## src/rtl/vic_wb_n.sv

```systemverilog
// vic_wb_n: N-channel vectored interrupt controller for the VM1 bus.
// Optional round-robin arbitration when VIC_ROUND_ROBIN_EN is defined.
module vic_wb_n #(
    parameter int              N          = 2,
    parameter logic [N-1:0]    LEVEL_MASK = '0
) (
    input  logic              clk_sys,
    input  logic              wb_rst_i,
    input  logic              ce,
    input  logic [16*N-1:0]   ivec,
    input  logic [N-1:0]      ireq,
    input  logic [N-1:0]      imask,
    output logic [N-1:0]      iack,
    input  logic              wb_stb_i,
    output logic              wb_ack_o,
    output logic [15:0]       wb_dat_o,
    output logic              wb_irq_o
);

    localparam int PW = (N > 1) ? $clog2(N) : 1;

    typedef enum logic {
        IDLE,
        ACK
    } state_t;

    state_t         state_q, state_d;
    logic [N-1:0]   pend_q, pend_d;
    logic [N-1:0]   prev_q;
    logic [N-1:0]   iack_q, iack_d;
    logic           ack_q, ack_d;
    logic [15:0]    dat_q, dat_d;
    logic           irq_q;
    logic [N-1:0]   elig;
    logic [N-1:0]   clr;
    logic           found;
    logic [PW-1:0]  win;
`ifdef VIC_ROUND_ROBIN_EN
    logic [PW-1:0]  ptr_q, ptr_d;
    int             idx;
`endif

    assign elig = pend_q & ~imask;

    // Later loop iterations override earlier ones, so the last hit wins.
    always_comb begin
        found = 1'b0;
        win   = '0;
`ifdef VIC_ROUND_ROBIN_EN
        idx   = 0;
        for (int k = N; k >= 1; k--) begin
            idx = (int'(ptr_q) + N - k) % N;
            if (elig[idx]) begin
                found = 1'b1;
                win   = PW'(idx);
            end
        end
`else
        for (int i = 0; i < N; i++) begin
            if (elig[i]) begin
                found = 1'b1;
                win   = PW'(i);
            end
        end
`endif
    end

    always_comb begin
        state_d = state_q;
        ack_d   = ack_q;
        dat_d   = dat_q;
        iack_d  = iack_q;
        clr     = '0;
`ifdef VIC_ROUND_ROBIN_EN
        ptr_d   = ptr_q;
`endif
        unique case (state_q)
            IDLE: begin
                iack_d = '0;
                if (wb_stb_i) begin
                    ack_d   = 1'b1;
                    state_d = ACK;
                    if (found) begin
                        dat_d  = ivec[16*win +: 16];
                        iack_d = N'(1) << win;
                        clr    = N'(1) << win;
`ifdef VIC_ROUND_ROBIN_EN
                        ptr_d  = win;
`endif
                    end else begin
                        dat_d = '0;
                    end
                end
            end
            ACK: begin
                iack_d = '0;
                if (!wb_stb_i) begin
                    ack_d   = 1'b0;
                    dat_d   = '0;
                    state_d = IDLE;
                end
            end
        endcase
        // A fresh edge beats the service clear so no request is lost.
        for (int i = 0; i < N; i++) begin
            if (LEVEL_MASK[i])
                pend_d[i] = ireq[i] & ~clr[i];
            else
                pend_d[i] = (pend_q[i] & ~clr[i]) | (ireq[i] & ~prev_q[i]);
        end
    end

    always_ff @(posedge clk_sys) begin
        if (wb_rst_i) begin
            state_q <= IDLE;
            pend_q  <= '0;
            prev_q  <= '0;
            iack_q  <= '0;
            ack_q   <= 1'b0;
            dat_q   <= '0;
            irq_q   <= 1'b0;
`ifdef VIC_ROUND_ROBIN_EN
            ptr_q   <= PW'(N - 1);
`endif
        end else if (ce) begin
            state_q <= state_d;
            pend_q  <= pend_d;
            prev_q  <= ireq;
            iack_q  <= iack_d;
            ack_q   <= ack_d;
            dat_q   <= dat_d;
            irq_q   <= |elig;
`ifdef VIC_ROUND_ROBIN_EN
            ptr_q   <= ptr_d;
`endif
        end
    end

    assign iack     = iack_q;
    assign wb_ack_o = ack_q;
    assign wb_dat_o = dat_q;
    assign wb_irq_o = irq_q;

endmodule

```

## config.mk

```make
export PLATFORM = sky130hd
export DESIGN_NAME = vic_wb_n
export DESIGN_NICKNAME = d
export VERILOG_FILES = /design/src/rtl/vic_wb_n.sv
export SDC_FILE = /design/constraint.sdc
export NUM_CORES = 1
export LEC_CHECK = 0
export BUFFER_PORTS_ARGS = -buffer_cell sky130_fd_sc_hd__buf_2
export CORE_ASPECT_RATIO = 1.5
export CORE_MARGIN = 2
export CORE_UTILIZATION = 40
export CTS_CLUSTER_DIAMETER = 120
export DETAILED_ROUTE_END_ITERATION = 10
export HOLD_SLACK_MARGIN = 0.05
export MAX_ROUTING_LAYER = met4
export PLACE_DENSITY = 0.75
export SLEW_MARGIN = 20
export SYNTH_ARGS = -nofsm -noshare
export SYNTH_HDL_FRONTEND = slang
export SYNTH_SLANG_ARGS = --single-unit
```

## constraint.sdc

```tcl
create_clock -name clk_sys -period 1.1 [get_ports clk_sys]
set_input_delay 0.22 -clock clk_sys [delete_from_list [all_inputs] [get_ports clk_sys]]
set_output_delay 0.22 -clock clk_sys [all_outputs]
set_load 0.01 [all_outputs]
```

Word level (Yosys, flattened, before mapping)
Index checks and enable logic that the tools add are counted.
W data, S select, Z words.

operators by class
  eq/ne operators = 2
  shift-type cells = 2
  multiplexer cells = 15
  bitwise operators = 13
  reduce and logical (&&, ||, !) cells = 2

operators with widths
  kind                   count
  $mux W16               3
  $pmux W16 S2           1
  $shiftx A32 B6 Y16     1
  $mux W1                6
  $mux W2                3
  $not A1 Y1             5
  $and A1 B1 Y1          4
  $ne A2 B2 Y1 const B   2
  $pmux W2 S2            1
  $reduce_and A3 Y1      1
  $and A2 B2 Y2          1
  $not A2 Y2             1
  $or A1 B1 Y1           2
  $pmux W1 S2            1
  $reduce_or A2 Y1       1
  $shl A1 B1 Y2 const A  1

word-level totals
  flip-flop bits (word level) = 25
  input bits = 40
  output and inout port bits = 20
  word-level logic and storage cells = 41

Logic depth before layout (Yosys ltp)
Gate-level depths: netlist of the first run.

  depth in word-level cells = 10
  depth in mapped cells = 6
  mapped depth without buffers = 4

Least setup slack after synthesis of the first run
OpenSTA, ideal clock, no wires.

  path type = register to register
  from = register pend_q[1]
  to = register dat_q[5], in the netlist wb_dat_o[5]
  setup time = 0.128 ns
  arrival = 1.060 ns
  required time = 0.972 ns
  setup slack = -0.087 ns
  cell stages (with the launch flop) = 7
  path buffers = 2
  period minus slack after synthesis = 1.187 ns
  cell sequence = dfxtp_1 > nand2b_4 > buf_6 > buf_8 > mux2i_1 > a2bb2oi_2 > nor2_1

on the way
  cells in the longest elaborated chain, start to end = 6
  elaborated cells on any way between the ends = 7
  classes of those cells = 1 x shift; 5 x mux; 1 x bitwise

ends and longest elaborated chain
  element                 line  RTL
  from (decl)             28    logic [N-1:0] pend_q, pend_d;
  from (signal assigned)  127   pend_q <= pend_d;
  $and A2 B2 Y2 *         43    assign elig = pend_q & ~imask;
  $mux W1                 60    if (elig[i]) begin
  $shiftx A32 B6 Y16      84    dat_d = ivec[16*win +: 16];
  $mux W16 *              83    if (found) begin
  $mux W16 *              80    if (wb_stb_i) begin
  $pmux W16 S2 *          77    unique case (state_q)
  to (signal assigned)    131   dat_q <= dat_d;
  to (decl)               32    logic [15:0] dat_q, dat_d;

Every way passes the cells marked *; elsewhere a longest branch is shown, timed or not. The select of a mux whose other input is x is not followed.
A chain may end at the register's enable or synchronous reset.

Worst setup path in the final report of the first run
  from = register pend_q[1]
  to = register dat_q[12], in the netlist wb_dat_o[12]

The elaborated chain is that of the path after synthesis.

==> run metrics, run 1 <==
outcome complete, but fails checks; violated checks negative setup slack; Std-Cell Rows 24; Routed met1 length 1.165 mm; die height 70.06 um; PortBufs 59; Req. time, crit path 1240 ps; Arrival @ worst endpoint 1330 ps; # H-tree levels 1; diode count 0; Post-Synthesis Cell Area 1164 um^2; Via density 5.134; Slew Viols, Final 0; CTS tree built; relative slew slack 0.7116; static leakage 0.8607 nW; wire per inst 14.40 um; R2R Setup Slk -90 ps; Clk pin slew, worst setup/hold paths 90 ps; Hold Fails Final Rpt 0; P&R area growth vs syn 39.68%; Util after Layout 0.5697; cells after synthesis 112; met2 routed wirelength 1.699 mm; highest-count cells in the layout ignoring fill and taps 59 x buf_2, 23 x nor2_1, 23 x dfxtp_1; RSZ-0062 raised after global routing yes; Total Power 0.001830 W; CTS Hold Bufs 0; core area 2853 um^2; Seq/Total Area, Yosys 0.4301; area of the multi-input gates 635.6 um^2; skew final 5.867 ps; Synth Register Bits 25; first-pass GRT wire length 4.905 mm; Syn Area/Cell 10.39 um^2; Worst Hold Class primary input to register; HPWL after DPL 2.286 mm; f_max 0.8438 GHz; drt drc 0; routed wire length 3.111 mm; CP Class register to register; combinational share of power 0.183; Detail Route Antenna Nets 0; Starting Density 0.4079; share of power burned in registers 0.520; clk_lat worst skew 270 ps; Clock Sink Count 25; largest net degree at the start of global routing 26; Worst Setup Slack, final -85.11 ps; Final #Nets 218; area of the die 3365 um^2; routed wl met3 137 um; Initial DRT Pass Iterations 4; worst-margin pin slew 432.6 ps; Crit. End Element register; Root Buffer clkbuf_8; Pint 0.001368 W; routed vias 1109; placer congestion estimate 0.7243; crit-path max FO 9; number of global-route vias before repair 1172; final period utilization 1.077; Pwr per Cell Area 1126 nW/um^2; chip width 48.04 um; # setup viols final 16; gr ovfl total 0; switching pwr 0.0004620 W; Reg area 503.0 um^2; synth unique cells 23; Top Metal Used met4; Global Route Usage Sum 0.2044; Fill cells 247; max cap viols 0; DR iter-0 viols 9; most common cell after layout, fill and taps aside buf_2; CTS Buf Count 3; syn nets 152; Boundary Pins 60; maximum clock path buffer count 2; final hold slack 206.0 ps; post-layout min period 1185 ps; layout cell share with drive strength beyond 1 0.4972; clock power share 0.297; switching share of power 0.2525; YS warnings 0; VDD IR max 0.7432 mV; initial antenna violation count 0; Worst setup SP type register
what timing repair did:
item,CTS,global route
gates cloned,1,0
setup endpoints to repair,17,19
setup buffers,2,0
endpoints found under the hold margin,0,0
resized for setup,5,4
pin swaps,4,2
cell families after synthesis:
logic type / count (synthesis) / synth area share
AOI/OAI and AO/OA: 26 / 0.1882
xor gates and xnor gates: 1 / 0.007528
buffers and inverters: 9 / 0.06665
DFF: 25 / 0.4301
muxes: 19 / 0.1634
and+or+nand+nor: 32 / 0.1441
sequential cells by signal (all words and copies together), names as in the netlist:
register / count
wb_ack_o: 1
iack: 2
state_q: 1
pend_q: 2
prev_q: 2
wb_dat_o: 16
wb_irq_o: 1
cells in the mapped netlist, drive strengths merged:
library cell | count | area [um^2]
o21ai | 2 | 10.01
a21oi | 5 | 25.02
xor2 | 1 | 8.760
inv | 1 | 3.750
mux2i | 19 | 190.2
a22oi | 1 | 7.510
nand3b | 3 | 35.03
nor3b | 1 | 7.510
a311oi | 1 | 8.760
a2bb2oi | 16 | 152.7
buf | 4 | 48.79
nand2 | 1 | 6.260
nand2b | 3 | 26.27
dfxtp | 25 | 500.5
or2 | 1 | 6.260
nor2 | 23 | 86.33
a21o | 1 | 15.01
clkbuf | 4 | 25.02
final cells by class:
type	count	area share
Sequential cell	25	0.3095
Inverter	1	0.002309
Clock buffer	3	0.02540
Timing Repair Buffer	68	0.2386
Clock inverter	1	0.003079
Multi-Input combinational cell	79	0.3911
Tap cell	39	0.03002
power groups by stage:
stage | Sequential [W] | Clock, W | Combinational, W
floorplan | 0.000976 | 0 | 0.000181
global placement | 0.000970 | 0 | 0.000296
CTS | 0.000951 | 0.000542 | 0.000327
global route | 0.000955 | 0.000582 | 0.000363
detailed placement | 0.000971 | 0 | 0.000311
finish | 0.000952 | 0.000543 | 0.000335
per-stage QoR:
stage                     cells  setup WS (ps)  cell area (um^2)  setup TNS, ps
final                       216         -85.11              1625         -770.6
after global routing        216         -157.6              1625          -2079
after CTS                   216         -98.86              1608         -782.0
after detailed placement    209         -168.8              1513          -2269
after global placement      209         -60.40              1513         -791.6
after floorplan             112         -60.94              1169         -454.0
worst paths after layout:
kind / endpoint / depth (start not counted) / startpoint
worst max register to register: wb_dat_o[12] / 5 / pend_q[1]
worst min register to register: wb_irq_o / 2 / wb_irq_o
worst max-delay path: wb_dat_o[12] / 5 / pend_q[1]
worst min-delay path: prev_q[1] / 3 / ireq[1]
critical path: stages (launching register included):
cell	delay, ps
dfxtp_2	340
nand2b_4	110
buf_12	150
mux2i_2	230
a2bb2oi_2	150
nor2_1	60
metal layers:
metal,up-vias,GRT usage
met2,34,0.3541
met1,530,0.1997
met4,0,0.1051
li1,532,-
met3,13,0.03618
met5,-,-
No activity file was read; power rests on OpenSTA's default activity.
==> run 2, diff against run 1 <==
--- a/config.mk
+++ b/config.mk
@@ -8,12 +8,13 @@
 export BUFFER_PORTS_ARGS = -buffer_cell sky130_fd_sc_hd__buf_2
 export CORE_ASPECT_RATIO = 1.5
 export CORE_MARGIN = 2
-export CORE_UTILIZATION = 40
+export CORE_UTILIZATION = 42
+export CTS_BUF_LIST = sky130_fd_sc_hd__clkbuf_8
 export CTS_CLUSTER_DIAMETER = 120
 export DETAILED_ROUTE_END_ITERATION = 10
 export HOLD_SLACK_MARGIN = 0.05
 export MAX_ROUTING_LAYER = met4
-export PLACE_DENSITY = 0.75
+export PLACE_DENSITY = 0.78
 export SLEW_MARGIN = 20
 export SYNTH_ARGS = -nofsm -noshare
 export SYNTH_HDL_FRONTEND = slang
==> constraint.sdc (replaced) <==
create_clock -name clk_sys -period 1.1 [get_ports clk_sys]
set_input_delay 0.165 -clock clk_sys [delete_from_list [all_inputs] [get_ports clk_sys]]
set_output_delay 0.165 -clock clk_sys [all_outputs]
set_load 0.01 [all_outputs]
==> run 2 against run 1 <==
The run still ends with negative setup slack left; via count fell by 0.36%; fmax shrank 3.6%; hold slack lost 52 ps; critical endpoint is now wb_dat_o[14].
==> run metrics, run 2 (synthesis results as in run 1) <==
Clock Sink Count 25; CP top delay family flip-flops; number of global-route vias before repair 1116; final period utilization 1.118; placed cells 204; outcome complete, but fails checks; Global Route Usage Sum 0.2132; f_max 0.8134 GHz; Slew Viols, Final 0; Place WS -135.9 ps; Worst path max stage delay 340 ps; diode count 0; die height 68.47 um; skew final 1.885 ps; Req. time, crit path 1240 ps; wire per inst 14.87 um; Clk pin slew, worst setup/hold paths 80 ps; Util after Layout 0.6366; worst path cell trace nand2b_4 > clkbuf_16 > mux2i_1 > a2bb2oi_1 > nor2_1; most common cell after layout, fill and taps aside buf_2; Worst setup SP type register; CTS tree built; maximum clock path buffer count 2; # setup viols final 16; highest-count cells in the layout ignoring fill and taps 59 x buf_2, 23 x nor2_1, 23 x dfxtp_1; Std-Cell Rows 23; Worst Setup Slack, final -129.5 ps; routed vias 1105; Boundary Pins 60; Hold Fails Final Rpt 0; initial antenna violation count 0; Via density 5.188; post-layout min period 1229 ps; Total Power 0.001841 W; max cap viols 0; Initial DRT Pass Iterations 4; Crit. End Element register; Worst Hold Class primary input to register; Final #Nets 217; P&R area growth vs syn 44.84%; layout cell share with drive strength beyond 1 0.5455; Pwr per Cell Area 1092 nW/um^2; DR iter-0 viols 17; crit-path max FO 7; CTS Hold Bufs 0; buffer and inverter count on the worst path 1; chip width 46.98 um; CP Class register to register; routed wire length 3.167 mm; area of the die 3216 um^2; final cell count without fillers 213; Root Buffer clkbuf_8; HPWL after DPL 2.139 mm; first-pass GRT wire length 4.802 mm; Arrival @ worst endpoint 1370 ps; drt drc 0; Critical Path Slowest Stage Cell dfxtp_2; VDD IR max 0.7988 mV; # H-tree levels 1; violated checks negative setup slack; static leakage 0.8459 nW; max reg flops 16; core area 2648 um^2; PortBufs 59; Detail Route Antenna Nets 0; placer congestion estimate 0.8101; Starting Density 0.4395; largest net degree at the start of global routing 26; worst-margin pin slew 458.9 ps; CTS Buf Count 3; gr ovfl total 0; RSZ-0062 raised after global routing yes; relative slew slack 0.6941; clk_lat worst skew 260 ps
## run 2: changes by cell type in the layout (fill, tap and decap cells not counted)
cell / previous run / this run
mux2i_1: 16 / 11
a2bb2oi_2: 3 / 8
clkinv_2: 1 / 0
buf_4: 7 / 5
buf_12: 2 / 1
clkbuf_16: 0 / 1
mux2i_2: 3 / 7
inv_1: 1 / 2
mux2i_4: 0 / 1
buf_8: 0 / 1
a2bb2oi_1: 13 / 8
## run 2: timing repair
action                                  in CTS  in global routing
pin swaps                                    5                  1
endpoints found under the setup margin      16                 18
cloned                                       1                  1
buffers inserted                             2                  1
resized for setup                            7                 15
## run 2: layout make-up
type	count	area, um^2
flip-flops and latches	25	503.0
repair buffers	67	392.9
well taps	37	46.29
clock inverters	1	3.754
fillers	224	962.2
multi-input cells	79	694.4
clock buffers	3	41.29
inverters	1	3.754
## run 2: power by group
| part | total [W] | switching, W | internal (W) |
|---|---|---|---|
| registers | 0.000952 | 0.0000188 | 0.000933 |
| clock network | 0.000525 | 0.000275 | 0.000249 |
| logic | 0.000365 | 0.000168 | 0.000197 |
| total | 0.00184 | 0.000462 | 0.00138 |
## run 2: worst reg2reg max path: cells and delay by family, from the launching register on
| kind | cells | cell delay, ps |
|---|---|---|
| buffers and inverters | 1 | 180 |
| muxes | 1 | 200 |
| AOI/OAI and AO/OA | 1 | 200 |
| DFF | 1 | 340 |
| and+or+nand+nor | 2 | 190 |
## run 2: stage by stage
stage	hold WS [ps]	area, um^2	setup TNS, ps
2_1_floorplan	311.8	1169	-454.0
3_3_place_gp	417.3	1475	-667.9
3_5_place_dp	426.5	1475	-1716
4_1_cts	153.0	1577	-715.7
5_1_grt	167.9	1685	-2410
6_report	153.8	1685	-1394
## run 2: final timing paths
kind	from	endpoint	slack, ps	cells past startpoint
max	pend_q[1]	wb_dat_o[14]	-130	5
min	ireq[0]	prev_q[0]	150	3
max reg2reg	pend_q[1]	wb_dat_o[14]	-130	5
min reg2reg	prev_q[0]	prev_q[0]	490	2
## run 2: routing by layer
| layer | GRT usage | vias to the layer above | routed length, um |
|---|---|---|---|
| met5 | - | - | 0 |
| li1 | - | 530 | - |
| met2 | 0.3545 | 35 | 1725 |
| met1 | 0.2256 | 532 | 1238 |
| met4 | 0.1424 | 0 | 89 |
| met3 | 0.02902 | 8 | 114 |
